[config.mk]
export PLATFORM = sky130hd
export DESIGN_NAME = strobe_gen_mc
export DESIGN_NICKNAME = d
export VERILOG_FILES = /design/src/rtl/strobe_gen_mc.sv
export SDC_FILE = /design/constraint.sdc
export NUM_CORES = 1
export LEC_CHECK = 0
export CORE_AREA = 2 2 137 139
export CTS_CLUSTER_SIZE = 30
export DETAILED_ROUTE_END_ITERATION = 8
export DIE_AREA = 0 0 139 141
export GPL_TIMING_DRIVEN = 0
export PLACE_DENSITY = 0.82
export REMOVE_ABC_BUFFERS = 1
export SKIP_CTS_REPAIR_TIMING = 1
export SLEW_MARGIN = 20
export SYNTH_ARGS = -nofsm -noshare
export SYNTH_HDL_FRONTEND = slang
export SYNTH_SLANG_ARGS = --single-unit
[constraint.sdc]
create_clock -name clock -period 3.5 [get_ports clock]
set_input_delay 0.7 -clock clock [delete_from_list [all_inputs] [get_ports clock]]
set_output_delay 0.7 -clock clock [all_outputs]
set_load 0.01 [all_outputs]
[src/rtl/strobe_gen_mc.sv]
// Multi-channel strobe generator: per-channel divide, phase and burst,
// with a shared sync pulse that re-arms every enabled channel.
module strobe_gen_mc #(
    parameter int CHANNELS = 4,
    parameter int RATE_W   = 16,
    parameter int BURST_W  = 8
) (
    input  logic                        clock,
    input  logic                        reset,
    input  logic [CHANNELS-1:0]         enable,
    input  logic [CHANNELS*RATE_W-1:0]  rate,
    input  logic [CHANNELS*RATE_W-1:0]  phase,
    input  logic [CHANNELS-1:0]         burst_mode,
    input  logic [CHANNELS*BURST_W-1:0] burst_len,
    input  logic                        sync_in,
    output logic [CHANNELS-1:0]         strobe,
    output logic [CHANNELS-1:0]         done,
    output logic                        any_strobe
);

    typedef enum logic [1:0] {
        IDLE,
        PHASE,
        RUN,
        DONE
    } state_t;

    logic [CHANNELS-1:0] fire;

    genvar i;
    generate
        for (i = 0; i < CHANNELS; i++) begin : g_ch
            state_t               state;
            logic [RATE_W-1:0]    cnt;
            logic [RATE_W-1:0]    rate_q;
            logic [BURST_W-1:0]   left;
            logic                 mode_q;
            logic                 strobe_q;
            logic                 done_q;
            logic                 arm;
            logic                 counting;

            assign arm      = enable[i] && (sync_in || state == IDLE);
            assign counting = (state == PHASE) || (state == RUN);

            // Sync and disable both pre-empt a strobe due on this edge.
            assign fire[i] = enable[i] && !arm && counting
                           && (cnt == '0) && (!mode_q || left != '0);

            always_ff @(posedge clock) begin
                if (reset || !enable[i]) begin
                    state    <= IDLE;
                    strobe_q <= 1'b0;
                    done_q   <= 1'b0;
                    cnt      <= '0;
                end else if (arm) begin
                    cnt      <= phase[i*RATE_W +: RATE_W];
                    rate_q   <= rate[i*RATE_W +: RATE_W];
                    mode_q   <= burst_mode[i];
                    left     <= burst_len[i*BURST_W +: BURST_W];
                    strobe_q <= 1'b0;
                    done_q   <= 1'b0;
                    state    <= PHASE;
                end else if (counting) begin
                    if (cnt != '0) begin
                        cnt      <= cnt - RATE_W'(1);
                        strobe_q <= 1'b0;
                    end else if (fire[i]) begin
                        strobe_q <= 1'b1;
                        cnt      <= rate_q;
                        if (mode_q)
                            left <= left - BURST_W'(1);
                        state    <= RUN;
                    end else begin
                        strobe_q <= 1'b0;
                        done_q   <= 1'b1;
                        state    <= DONE;
                    end
                end
            end

            assign strobe[i] = strobe_q;
            assign done[i]   = done_q;
        end
    endgenerate

    always_ff @(posedge clock) begin
        if (reset)
            any_strobe <= 1'b0;
        else
            any_strobe <= |fire;
    end

endmodule

==> results <==
- The last element of the critical path is g_ch[3].left[2]$_DFFE_PP_.
- The setup check on the worst reg-to-reg path leaves a slack of 0.26 ns.
- The net total in the final layout is 1337.
- The region available for standard cell placement spans 0.0183 mm2.
- The number of hold-slack violations in the final timing report is 0.
- The clock tree synthesis step divided the H-tree into 4 levels.
- The startpoint identified for the worst hold timing path is g_ch[1].state[1]$_SDFFE_PP0P_.
- The total global routing overflow is 0.
- In this run the worst path has a maximum fanout of 10.
- The number of placement rows is 50.
- Summing all non-filler instances in the final layout gives an area of 0.0120 mm2.
- From left edge to right edge, the die measures 139 um.
- For the worst flop-to-flop path, the logic depth is 6.
- The max capacitance violation total is 0.
- The fraction of synthesized cell area taken by the top area cell type is 0.319.
- The count of vias placed by the detailed router is 8280.
- The starting DRC count in detailed routing is 600.
- Counting flops with a built-in enable in the synthesized netlist gives 100.
- The startpoint of the most critical setup path is g_ch[3].cnt[2]$_SDFFE_PP0P_.
- The flow ran to the end, and the final reports show no timing, DRC or antenna violations.
- The max-slew violation count came to 0.
- The post-place instance area is 0.0114 mm2.
- For the pin with the worst max-slew slack, the measured transition is 1.11 ns.
- After the flow finishes, the layout carries non-filler instances totaling 1393.
- After synthesis, the share of flip-flops with an asynchronous set or reset is 0.
- The height of the die is 141 um.
- Averaged over all synthesized cells, the footprint is 9.42 um2.
- The largest total area in the synthesized netlist belongs to sky130_fd_sc_hd__edfxtp_1.
- In the global route stage, overall resource usage came out at 0.244.
- The total die area is 0.0196 mm2.
- After detailed routing, the number of vias per cell comes to 5.94.
- The power per standard cell area is 470 mW/mm2.
- By area the synthesized netlist is led by sky130_fd_sc_hd__edfxtp_1 (32%), sky130_fd_sc_hd__dfxtp_1 (17%), sky130_fd_sc_hd__nand2_1 (5.0%), sky130_fd_sc_hd__nor2_1 (3.9%), sky130_fd_sc_hd__o21ai_0 (3.6%).
- The most frequently used flop master after synthesis is sky130_fd_sc_hd__edfxtp_1.
- After legalization and detailed placement, the total HPWL measured 16.9 mm.
- The clock period could shrink to 3.24 ns.
- The min-delay analysis places its worst path in the category reg -> reg.
- The endpoint kind of the worst setup timing path is a register.
- Once placement completed, the tool counted placed cells totaling 1361.
- The maximum clock insertion buffer count is 2.
- The category of the worst setup path launch point is a register.
- The total of buffers placed on input and output ports is 179.
- The first global-routing pass estimated 39.1 mm of wire.
- The number of global-route vias before repair came to 8138.
- The area of the mapped netlist is 0.00941 mm2.
- The TritonCTS clock tree is done.
- The data required time at the worst endpoint is 3.58 ns.
- Entering global routing, the biggest net connects 29 pins.
- The count of nets left with antenna violations once routing finished came out at 0.
- The detailed-router iteration count before antenna repair is 5.
- The number of failing setup endpoints in the final timing report is 0.
- The cell chosen for the clock root is sky130_fd_sc_hd__clkbuf_16.
- After synthesis the netlist holds a flip-flop and latch count of 181.
- The final weighted congestion in routability-driven placement is 0.895.
- Measured against its own limit, the worst slew margin works out to 0.255.
- The setup path with the least slack is of type reg -> reg.
- The top-level I/O count is 180.
- The later-pin clock latency in the skew report is 0.43 ns.
- The sequential fraction of the synthesis area is 0.492.
- The part of the cycle the worst path needs is 0.926.
- The Yosys step of the flow raised 0 warnings.
- Counting every sink on the clock net gives 181.
- The worst reg2reg path endpoint is g_ch[3].left[2]$_DFFE_PP_.
- The start of the worst register-to-register path is g_ch[3].cnt[2]$_SDFFE_PP0P_.
- Synthesis produced 999 cells.
- Clock-pin slew was measured on the worst setup and hold paths at 0.08 ns.
- Setup repair after global routing left no endpoint under its margin.
- The cell leakage power is 0.00428 uW.
- The synthesized netlist contains 70 unique library cells.
- The initial standard-cell utilization of the core is 0.515.
- The achievable clock frequency is 0.308 GHz.
- The repair_antennas step left the layout with diodes totalling 0.
- TritonCTS created 17 clock buffers.
- The worst clock skew is 0.0150 ns.
- The area added between synthesis and finish is 27.5%.
- The fraction of final layout cells with drive strength greater than 1 is 0.0630.
- For this block, the routed nets add up to 24.4 mm of wire.
- The worst path arrival time is 3.32 ns.
- The number of antenna violations at the first check in global routing is 2.
- In the routed design, unresolved DRC markers number 0.
- Dividing the detail-routed wire length by the instance count gives 17.5 um.
- The maximum vdd ir drop is 330 uV.
==> cell type report <==
type / count / area (um2)
clock buffers: 17 / 425
inverters: 31 / 116
well taps: 234 / 293
flip-flops and latches: 181 / 4620
repair buffers: 187 / 1900
multi-input cells: 728 / 4480
fillers: 1464 / 6270
clock inverters: 15 / 160
==> synthesized netlist by cell type, types with 3 or more instances <==
cell / number
sky130_fd_sc_hd__or3_1: 8
sky130_fd_sc_hd__a2bb2oi_1: 4
sky130_fd_sc_hd__edfxtp_1: 100
sky130_fd_sc_hd__xnor2_1: 37
sky130_fd_sc_hd__a31oi_1: 25
sky130_fd_sc_hd__a311oi_1: 11
sky130_fd_sc_hd__nor2b_1: 8
sky130_fd_sc_hd__o21ai_0: 67
sky130_fd_sc_hd__o311a_1: 4
sky130_fd_sc_hd__o32ai_1: 5
sky130_fd_sc_hd__dfxtp_1: 81
sky130_fd_sc_hd__and2_1: 3
sky130_fd_sc_hd__nand2_1: 125
sky130_fd_sc_hd__buf_2: 7
sky130_fd_sc_hd__xor2_1: 25
sky130_fd_sc_hd__o21a_1: 4
sky130_fd_sc_hd__inv_1: 31
sky130_fd_sc_hd__ha_1: 20
sky130_fd_sc_hd__o22ai_1: 6
sky130_fd_sc_hd__or4_1: 8
sky130_fd_sc_hd__clkbuf_1: 44
sky130_fd_sc_hd__and3_1: 6
sky130_fd_sc_hd__nand3b_1: 5
sky130_fd_sc_hd__a211oi_1: 9
sky130_fd_sc_hd__nor4_1: 12
sky130_fd_sc_hd__o21ai_1: 3
sky130_fd_sc_hd__nand2b_1: 7
sky130_fd_sc_hd__mux2i_1: 5
sky130_fd_sc_hd__a21oi_1: 55
sky130_fd_sc_hd__o221ai_1: 14
sky130_fd_sc_hd__buf_4: 8
sky130_fd_sc_hd__o211ai_1: 30
sky130_fd_sc_hd__o211a_1: 3
sky130_fd_sc_hd__o31ai_1: 6
sky130_fd_sc_hd__a21o_1: 3
sky130_fd_sc_hd__or2_2: 4
sky130_fd_sc_hd__nand3_1: 20
sky130_fd_sc_hd__nor2_1: 97
sky130_fd_sc_hd__nand4_1: 8
sky130_fd_sc_hd__nor3b_1: 3
sky130_fd_sc_hd__nor3_1: 41
==> worst min-delay path by stage <==
| stage | end | slack (ns) | depth (start not counted) |
|---|---|---|---|
| floorplan | g_ch[0].state[1]$_SDFFE_PP0P_ | 0.43 | 2 |
| global placement | g_ch[2].state[1]$_SDFFE_PP0P_ | 0.45 | 2 |
| detailed placement | g_ch[0].state[1]$_SDFFE_PP0P_ | 0.45 | 2 |
| CTS | g_ch[0].state[1]$_SDFFE_PP0P_ | 0.46 | 2 |
| global route | g_ch[1].strobe_q$_SDFFE_PP0P_ | 0.49 | 2 |
| finish | g_ch[1].state[1]$_SDFFE_PP0P_ | 0.46 | 2 |
==> power breakdown <==
part	switching, uW	internal, uW
sequential	92.0	2360
combinational	690	573
clock	908	1010
total	1690	3950
==> critical path, cell delays in order (launching register included) <==
cell and delay, ns:
sky130_fd_sc_hd__dfxtp_1 0.36, sky130_fd_sc_hd__nor3_1 0.68, sky130_fd_sc_hd__nor4bb_4 0.54, sky130_fd_sc_hd__nand2_1 0.37, sky130_fd_sc_hd__nor2_1 0.36, sky130_fd_sc_hd__nand3_1 0.15
sky130_fd_sc_hd__a21oi_2 0.42
==> flip-flops by register name, indices dropped and copies added (netlist names) <==
signal / count
any_strobe: 1
g_ch.cnt: 64
g_ch.done_q: 4
g_ch.left: 32
g_ch.mode_q: 4
g_ch.rate_q: 64
g_ch.state: 8
g_ch.strobe_q: 4
==> logic make-up after synthesis <==
group	after synthesis	synth area share
flops	181	0.492
xor+xnor	62	0.0577
buf+inv	90	0.0400
compound gates	265	0.184
mux	7	0.00771
fa+ha+maj	20	0.0266
simple gates	374	0.193
==> layer usage <==
metal / wire length, um / track usage / vias up
met2: 11900 / 0.415 / 352
met4: 361 / 0.0776 / 4
met1: 10100 / 0.311 / 3901
li1: - / - / 3979
met5: 23 / 0 / -
met3: 1950 / 0.0560 / 44
==> cells in the final DEF, fill, tap and decap left out, types with 30 or more instances in the layout <==
cell,count
sky130_fd_sc_hd__inv_1,31
sky130_fd_sc_hd__nor3_1,41
sky130_fd_sc_hd__xnor2_1,37
sky130_fd_sc_hd__dfxtp_1,81
sky130_fd_sc_hd__o21ai_0,65
sky130_fd_sc_hd__o211ai_1,30
sky130_fd_sc_hd__a21oi_1,54
sky130_fd_sc_hd__edfxtp_1,100
sky130_fd_sc_hd__nor2_1,92
sky130_fd_sc_hd__clkdlybuf4s50_1,179
sky130_fd_sc_hd__nand2_1,125
==> per-stage QoR <==
step	setup slack [ns]	hold WS, ns	utilization	total power (uW)	TNS, ns
after CTS	-0.391	0.465	0.655	5630	-3.10
after global routing	0.0270	0.495	0.657	5880	0
after detailed placement	-0.355	0.455	0.623	3720	-7.87
after floorplan	0.233	0.434	-	3270	0
after global placement	-2.02	0.448	0.615	3660	-71.43
final	0.257	0.463	0.657	5640	0
No activity file was read; power rests on OpenSTA's default activity.
